$ cat config.mk
export PLATFORM = sky130hd
export DESIGN_NAME = evr_trigger_pulse_gen
export DESIGN_NICKNAME = d
export VERILOG_FILES = /design/src/rtl/evr_trigger_pkg.sv /design/src/rtl/sat_counter.sv /design/src/rtl/evr_trigger_pulse_gen.sv
export SDC_FILE = /design/constraint.sdc
export NUM_CORES = 1
export LEC_CHECK = 0
export ABC_AREA = 0
export CORE_ASPECT_RATIO = 1.2
export CORE_UTILIZATION = 40
export DETAILED_ROUTE_END_ITERATION = 10
export GPL_ROUTABILITY_DRIVEN = 0
export PLACE_DENSITY = 0.7
export SYNTH_ARGS = -nofsm -noshare
export SYNTH_HDL_FRONTEND = slang
export SYNTH_SLANG_ARGS = --single-unit
$ cat constraint.sdc
create_clock -name evrClk -period 4.5 [get_ports evrClk]
set_input_delay 0.675 -clock evrClk [delete_from_list [all_inputs] [get_ports evrClk]]
set_output_delay 0.675 -clock evrClk [all_outputs]
set_load 0.05 [all_outputs]
$ cat src/rtl/evr_trigger_pkg.sv
// Shared definitions for the EVR trigger pulse generator.
//   - trig_state_e : FSM state encoding (2 bits)
//   - DEF_*_WIDTH  : default parameter widths used by the top level
package evr_trigger_pkg;

  localparam int DEF_DELAY_WIDTH = 24;
  localparam int DEF_WIDTH_WIDTH = 16;
  localparam int DEF_COUNT_WIDTH = 16;

  typedef enum logic [1:0] {
    ST_IDLE  = 2'd0,
    ST_DELAY = 2'd1,
    ST_PULSE = 2'd2
  } trig_state_e;

endpackage

$ cat src/rtl/sat_counter.sv
// Saturating up-counter with synchronous clear.
// Ports:
//   clk_i   : clock
//   rst_ni  : synchronous active-low reset
//   inc_i   : count up by one (holds at all-ones)
//   clr_i   : clear to zero; wins over inc_i
//   count_o : current count
module sat_counter #(
  parameter int COUNT_WIDTH = 16
) (
  input  logic                   clk_i,
  input  logic                   rst_ni,
  input  logic                   inc_i,
  input  logic                   clr_i,
  output logic [COUNT_WIDTH-1:0] count_o
);

  logic [COUNT_WIDTH-1:0] count_q, count_d;

  always_comb begin
    count_d = count_q;
    if (clr_i)
      count_d = '0;
    else if (inc_i && (count_q != '1))
      count_d = count_q + COUNT_WIDTH'(1);
  end

  always_ff @(posedge clk_i) begin
    if (!rst_ni) count_q <= '0;
    else         count_q <= count_d;
  end

  assign count_o = count_q;

endmodule

$ cat src/rtl/evr_trigger_pulse_gen.sv
// Delayed, width-programmable trigger pulse driven by the EVR generated-clock
// strobe. A qualified strobe in IDLE latches the delay/width; the pulse is
// high for W ticks starting D+1 ticks after the strobe. Strobes arriving
// while busy are dropped and counted as overruns.
// Ports:
//   evrClk, evrReset_n : clock, synchronous active-low reset
//   enable             : block enable; low aborts any activity
//   requireSync        : only accept strobes while evrClkGenSynced=1
//   evrClkGenSynced    : generated clock locked
//   evrClkGenStrobe    : one-tick strobe per generated-clock rising edge
//   delayTicks         : strobe-to-pulse delay (ticks)
//   widthTicks         : pulse width (ticks); 0 suppresses the pulse
//   overrunClear       : one-tick clear of overrunCount
//   evrTrigger         : registered pulse output
//   busy               : FSM not idle
//   triggerCount       : pulses issued (wraps)
//   overrunCount       : strobes dropped while busy (saturates)
module evr_trigger_pulse_gen
  import evr_trigger_pkg::*;
#(
  parameter int DELAY_WIDTH = DEF_DELAY_WIDTH,
  parameter int WIDTH_WIDTH = DEF_WIDTH_WIDTH,
  parameter int COUNT_WIDTH = DEF_COUNT_WIDTH
) (
  input  logic                   evrClk,
  input  logic                   evrReset_n,
  input  logic                   enable,
  input  logic                   requireSync,
  input  logic                   evrClkGenSynced,
  input  logic                   evrClkGenStrobe,
  input  logic [DELAY_WIDTH-1:0] delayTicks,
  input  logic [WIDTH_WIDTH-1:0] widthTicks,
  input  logic                   overrunClear,
  output logic                   evrTrigger,
  output logic                   busy,
  output logic [COUNT_WIDTH-1:0] triggerCount,
  output logic [COUNT_WIDTH-1:0] overrunCount
);

  // One shared down-counter serves both the delay and the width phase.
  localparam int CNT_W = (DELAY_WIDTH > WIDTH_WIDTH) ? DELAY_WIDTH : WIDTH_WIDTH;

  trig_state_e            state_q, state_d;
  logic [CNT_W-1:0]       cnt_q, cnt_d;
  logic [WIDTH_WIDTH-1:0] width_q, width_d;
  logic                   trig_q, trig_d;
  logic [COUNT_WIDTH-1:0] tcnt_q, tcnt_d;
  logic                   trig_inc;

  logic strobe_ok, accept, overrun;

  // A strobe is "qualified" only if it would start a pulse from IDLE; the
  // same qualification decides whether a busy-time strobe is an overrun.
  assign strobe_ok = enable && evrClkGenStrobe &&
                     (!requireSync || evrClkGenSynced) &&
                     (widthTicks != '0);
  assign accept    = (state_q == ST_IDLE) && strobe_ok;
  assign overrun   = (state_q != ST_IDLE) && strobe_ok;

  always_comb begin
    state_d  = state_q;
    cnt_d    = cnt_q;
    width_d  = width_q;
    trig_d   = trig_q;
    trig_inc = 1'b0;
    case (state_q)
      ST_IDLE: begin
        if (accept) begin
          width_d = widthTicks;
          if (delayTicks == '0) begin
            state_d  = ST_PULSE;
            trig_d   = 1'b1;
            trig_inc = 1'b1;
            cnt_d    = CNT_W'(widthTicks - WIDTH_WIDTH'(1));
          end else begin
            state_d = ST_DELAY;
            cnt_d   = CNT_W'(delayTicks - DELAY_WIDTH'(1));
          end
        end
      end
      ST_DELAY: begin
        if (cnt_q != '0) begin
          cnt_d = cnt_q - CNT_W'(1);
        end else begin
          state_d  = ST_PULSE;
          trig_d   = 1'b1;
          trig_inc = 1'b1;
          cnt_d    = CNT_W'(width_q - WIDTH_WIDTH'(1));
        end
      end
      ST_PULSE: begin
        if (cnt_q != '0) begin
          cnt_d = cnt_q - CNT_W'(1);
        end else begin
          state_d = ST_IDLE;
          trig_d  = 1'b0;
        end
      end
      default: begin
        state_d = ST_IDLE;
        trig_d  = 1'b0;
      end
    endcase
    // Disable aborts any delay/pulse in progress; counters are untouched.
    if (!enable) begin
      state_d  = ST_IDLE;
      trig_d   = 1'b0;
      trig_inc = 1'b0;
      cnt_d    = '0;
    end
  end

  assign tcnt_d = tcnt_q + COUNT_WIDTH'(trig_inc);

  always_ff @(posedge evrClk) begin
    if (!evrReset_n) begin
      state_q <= ST_IDLE;
      cnt_q   <= '0;
      width_q <= '0;
      trig_q  <= 1'b0;
      tcnt_q  <= '0;
    end else begin
      state_q <= state_d;
      cnt_q   <= cnt_d;
      width_q <= width_d;
      trig_q  <= trig_d;
      tcnt_q  <= tcnt_d;
    end
  end

  sat_counter #(
    .COUNT_WIDTH(COUNT_WIDTH)
  ) u_overrun_cnt (
    .clk_i  (evrClk),
    .rst_ni (evrReset_n),
    .inc_i  (overrun),
    .clr_i  (overrunClear),
    .count_o(overrunCount)
  );

  assign evrTrigger   = trig_q;
  assign busy         = (state_q != ST_IDLE);
  assign triggerCount = tcnt_q;

endmodule

## Yosys cells after proc, flatten, opt, wreduce, memory -nomap -nowiden

Index checks and enable logic that the tools add are counted.

| operators by class | value |
|---|---|
| add/subtract/negate cells | 6 |
| eq/ne operators | 8 |
| multiplexer cells | 20 |
| bitwise logic cells | 1 |
| reduce and logical (&&, ||, !) cells | 20 |

Operators with widths:

| operator | number |
|---|---|
| $mux W24 | 4 |
| $pmux W24 S3 | 1 |
| $sub A24 B1 Y24 const B | 2 |
| $sub A16 B1 Y17 const B | 2 |
| $logic_not A24 Y1 | 1 |
| $reduce_bool A24 Y1 | 1 |
| $add A16 B1 Y16 | 1 |
| $add A16 B1 Y16 const B | 1 |
| $ne A16 B16 Y1 const B | 1 |
| $reduce_bool A16 Y1 | 1 |
| $mux W1 | 8 |
| $mux W2 | 4 |
| $ne A2 B2 Y1 const B | 4 |
| $logic_and A1 B1 Y1 | 6 |
| $pmux W2 S3 | 1 |
| $reduce_and A3 Y1 | 2 |
| $reduce_and A2 Y1 | 2 |
| $reduce_and A4 Y1 | 1 |
| $pmux W1 S3 | 1 |
| $reduce_bool A3 Y1 | 1 |
| $eq A2 B1 Y1 const B | 1 |
| $eq A2 B2 Y1 const B | 1 |
| $logic_not A2 Y1 | 1 |
| $ne A2 B1 Y1 const B | 1 |
| other kinds (6) | 6 |

| storage, ports and cells | value |
|---|---|
| flip-flop bits (word level) | 75 |
| input port bits | 47 |

## Logic depth before layout (Yosys ltp)

Gate-level depths: netlist of run 1.

| logic depth | value |
|---|---|
| depth in word-level cells | 9 |
| gate-level depth with buffers | 16 |
| depth with buffers taken out | 13 |

## Hierarchy

From an unflattened synthesis of run 1, not the netlist that was laid out.

| unflattened totals | value |
|---|---|
| cells, all modules | 659 |
| area, all modules | 5,362.6 um2 |

By module, submodules not included:

| module | instances | cells an instance | area each (um2) | sequential area each (um2) |
|---|---|---|---|---|
| evr_trigger_pulse_gen | 1 | 568 | 4,498.1 | 1,181.1 |
| sat_counter | 1 | 91 | 864.6 | 320.3 |

## Least setup slack after synthesis of run 1

OpenSTA, ideal clock, no wires.

| timing path | value |
|---|---|
| path type | input to register |
| from | in delayTicks[0] |
| to | reg tcnt_q[6] (netlist: triggerCount[6]) |
| library setup time | 0.115 ns |
| arrival | 3.693 ns |
| data required time | 4.385 ns |
| setup slack | 0.692 ns |
| cell stages on the path | 16 |
| path buffers | 3 |
| cell sequence | inv_1 -> ha_1 -> or3b_2 -> or4_1 -> clkbuf_1 -> nor2_2 -> buf_2 -> a22oi_1 -> nor2b_1 -> ha_1 -> ha_1 -> and2_1 -> clkbuf_1 -> nand4_1 -> xnor2_1 -> and2_1 |

| on the way | value |
|---|---|
| word-level cells in the longest chain between the ends | 6 |

Ends and longest elaborated chain:

| item | line | source |
|---|---|---|
| start: declaration | evr_trigger_pulse_gen.sv:31 | `input logic [DELAY_WIDTH-1:0] delayTicks,` |
| $logic_not A24 Y1 | evr_trigger_pulse_gen.sv:70 | `if (delayTicks == '0) begin` |
| $mux W1 | evr_trigger_pulse_gen.sv:70 |  |
| $mux W1 | evr_trigger_pulse_gen.sv:68 | `if (accept) begin` |
| $pmux W1 S2 | evr_trigger_pulse_gen.sv:66 | `case (state_q)` |
| $mux W1 | evr_trigger_pulse_gen.sv:105 | `if (!enable) begin` |
| $add A16 B1 Y16 | evr_trigger_pulse_gen.sv:113 | `assign tcnt_d = tcnt_q + COUNT_WIDTH'(trig_inc);` |
| end signal: assignment | evr_trigger_pulse_gen.sv:127 | `tcnt_q <= tcnt_d;` |
| end: declaration | evr_trigger_pulse_gen.sv:47 | `logic [COUNT_WIDTH-1:0] tcnt_q, tcnt_d;` |

No other way between the ends.
A chain may end at the register's enable or synchronous reset.

## Worst setup path in the final report of run 1

| timing path | value |
|---|---|
| from | in delayTicks[0] |
| to | reg tcnt_q[14] (netlist: triggerCount[14]) |

The elaborated chain is that of the path after synthesis.

==> flow_summary.yaml, run 1 <==
worst_hold_path:
  min_delay_path_depth: 1
  hold_class: "reg -> reg"
  whs_endpoint: "evrTrigger"
  holdCritStartpoint: "evrTrigger"
detailed_routing:
  first_iter_violations: 418
  antenna_left: 0
  via_per_inst: 6.272
  drc: 0
  first_pass_iters: 5
  wire_per_inst_microns: 19.05
  wl_microns: 17850
  vias: 5877
status:
  outcome: "complete, no violations"
clocking:
  clock_sinks: 75
  postCtsSetupRepairBufs: 0
  ctsHoldBuffers: 0
  cts-root-buf: "clkbuf_16"
  cts_tree: "yes"
  numCtsBuffers: 9
  htree_levels: 3
  ctsResizeCount: 0
  insertion_delay_ns: 0.35
  clock_path_buffers: 2
  clkTransAtPathRegs_ns: 0.06
synthesis:
  ys_warn_count: 0
  synth_top_flop_cell: "dfxtp_1"
  synth-compound-area-share_pct: 20.05
  postSynth.asyncResetShare_pct: 0
  synth_top_family_by_area: "simple AND/OR/NAND/NOR gates"
  synthAdderAreaFrac_pct: 2.923
  yosys.area.top_type: "dfxtp_1"
  synthXorXnorAreaFrac_pct: 11.33
  synth-edff-count: 0
  synth_cells: 706
  synth.distinct_cells: 65
  synth_common_cells: "dfxtp_1 (75), nor2_1 (42), a21oi_1 (39)"
  yosys_register_bits: 75
  yosysSeqAreaShare_pct: 26.98
  avgSynthCellArea_sq_um: 7.883
  syn_area_sq_mm: 0.005565
  synth_simple_gate_area_share_pct: 30.64
  synth_nets: 766
  synth.most_common_cell: "dfxtp_1"
  synth_top_area_share_pct: 26.98
  synth.area.mux_share_pct: 3.417
  yosys-top-cells-area: "dfxtp_1 (27%), xnor2_1 (5.7%), xor2_1 (5.7%)"
timing:
  worst_slack_ns: 0.6434
  rsz0062_at_grt: "false"
  setup_tns_ns: 0
  finalHoldViolCount: 0
  timing.final.crit_period_ns: 3.857
  fmaxAchievable_ghz: 0.2593
  setup_viol: 0
  worst_pin_slew_ns: 0.9156
  slew_headroom_pct: 38.96
  slew_viol_final: 0
  fin_crit_sh_pct: 85.70
  clock_skew_ns: 0.008584
setup_path:
  crit_required_ns: 4.74
  cp_slowest_cell: "or4_1"
  cp_cell_sequence: "clkdlybuf4s50_1, inv_1, ha_1, or3b_2, or4_1, nor2_2, a22oi_1, nor2b_1, ha_1, ha_1, and2_1, nand4_1, xnor2_1, and2_1"
  cp_common_cell: "ha_1"
  cp_max_fo: 6
  endpoint_kind: "register"
  r2r-end: "triggerCount[14]"
  start_kind: "input port"
  slowest_delay_ns: 0.60
  r2r_setup_slack_ns: 1.10
  reg2regPathDepth: 11
  crit_type: "in -> reg"
  startpoint: "delayTicks[0]"
  crit_arrival_ns: 4.09
  reg2reg_from: "cnt_q[15]"
global_routing:
  first_global_vias: 5842
  antenna_found_initial: 0
  grt_max_degree: 37
  track_usage_pct: 25.74
  grt-ovfl-total: 0
  grt_pass1_wl_microns: 29010
power:
  internal_power_mw: 1.374
  power_frac_seq_pct: 34.4
  power_mw: 2.092
  max-vdd-ir-drop_uv: 181.7
  p_per_area_mw_per_mm2: 308.4
  pwr-share-comb_pct: 30.0
  p_leak_nw: 2.457
  p_sw_share_pct: 34.34
  pwr-share-clk_pct: 35.6
  power_switching_mw: 0.7184
die:
  dieArea_sq_mm: 0.01439
  fp.dieW_microns: 109.7
  die_y_microns: 131.2
  core_area_sq_mm: 0.01341
  row_count: 46
  io_pins: 81
  initial_core_util_pct: 41.50
layout:
  layout-drive-gt1-share_pct: 5.852
  antenna_cells: 0
  nets: 825
  multi_input_area_sq_mm: 0.003805
  seqCellArea_sq_mm: 0.001501
  final_core_util_pct: 50.59
  filler_cell_count: 1268
  syn_to_final_growth_pct: 21.90
placement:
  io_buffers: 80
  place_ws_ns: 0.2983
  place_hpwl_microns: 13380
job:
  drv_cap: 0
[routing by layer]
| metal | GRT usage [%] | routed length, microns | up-vias |
|---|---|---|---|
| li1 | - | - | 2757 |
| met1 | 29.46 | 6723 | 2778 |
| met2 | 42.84 | 8736 | 278 |
| met3 | 5.804 | 1554 | 64 |
| met4 | 15.33 | 831 | 0 |
| met5 | 0 | 0 | - |
[registers in the layout, summed over array words and instances (netlist names)]
register	flops
triggerCount	16
u_overrun_cnt.count_o	16
cnt_q	24
width_q	16
evrTrigger	1
state_q	2
[critical path, delay by kind of cell]
kind	cells	cell delay [ns]
AOI/OAI and AO/OA	1	0.09
xor gates and xnor gates	1	0.14
buffers and inverters	2	0.56
adders and majority gates	3	0.57
and+or+nand+nor	7	2.04
[logic make-up after synthesis]
family	count (synthesis)
xor gates and xnor gates	72
and+or+nand+nor	297
adders and majority gates	13
DFF	75
buffers and inverters	63
AOI/OAI and AO/OA	167
muxes	19
[area by class of cell]
class,count,area share [%]
inverter,18,0.9959
sequential,75,22.13
timing repair buffer,93,13.24
multi-input combinational,568,56.09
clock buffer,10,3.523
tap,168,3.098
clock inverter,5,0.9222
[worst max-delay path by stage]
stage          cells after the start               end  slack, ns
2_1_floorplan                     16   triggerCount[6]       0.69
3_3_place_gp                      14  triggerCount[14]       0.36
3_5_place_dp                      14   triggerCount[6]       0.30
4_1_cts                           14  triggerCount[14]       0.63
5_1_grt                           14   triggerCount[6]       0.42
6_report                          14  triggerCount[14]       0.64
[cell usage in the layout (no fill, tap or decap), types with 9 or more instances in the layout]
cell type,n
nor2b_1,17
nor2_1,42
clkdlybuf4s50_1,80
o21ai_0,37
and2_1,24
nor3_1,24
ha_1,13
xor2_1,36
mux2i_1,19
buf_4,13
nand2_1,37
inv_1,16
a31oi_1,12
nand3_1,31
clkbuf_16,9
and3_1,15
nand4_1,20
or4_1,17
dfxtp_1,75
a21oi_1,39
xnor2_1,36
nor4_1,24
or3_1,11
a211oi_1,10
o221ai_1,9
[through the flow]
stage	hold slack (ns)	cells	instance area, sq um
global route	0.5471	937	6784
floorplan	0.4703	706	5565
global placement	0.4839	922	6482
detailed placement	0.5060	922	6482
finish	0.5088	937	6784
CTS	0.5194	937	6784
[power by group through the flow]
stage                     Combinational (mW)  Clock (mW)  Sequential (mW)
after floorplan                        0.435           0            0.723
after global placement                 0.599           0            0.730
after detailed placement               0.608           0            0.732
after CTS                              0.613       0.754            0.718
after global routing                   0.681       0.782            0.722
final                                  0.628       0.745            0.719
Power figures use the tool's default switching activity.
==> run 2, diff against run 1 <==
--- a/config.mk
+++ b/config.mk
@@ -11,6 +11,7 @@
 export DETAILED_ROUTE_END_ITERATION = 10
 export GPL_ROUTABILITY_DRIVEN = 0
 export PLACE_DENSITY = 0.7
+export SLEW_MARGIN = 15
 export SYNTH_ARGS = -nofsm -noshare
 export SYNTH_HDL_FRONTEND = slang
 export SYNTH_SLANG_ARGS = --single-unit
==> results of run 2 <==
Final layout, timing and power as in run 1 (identical DEF).
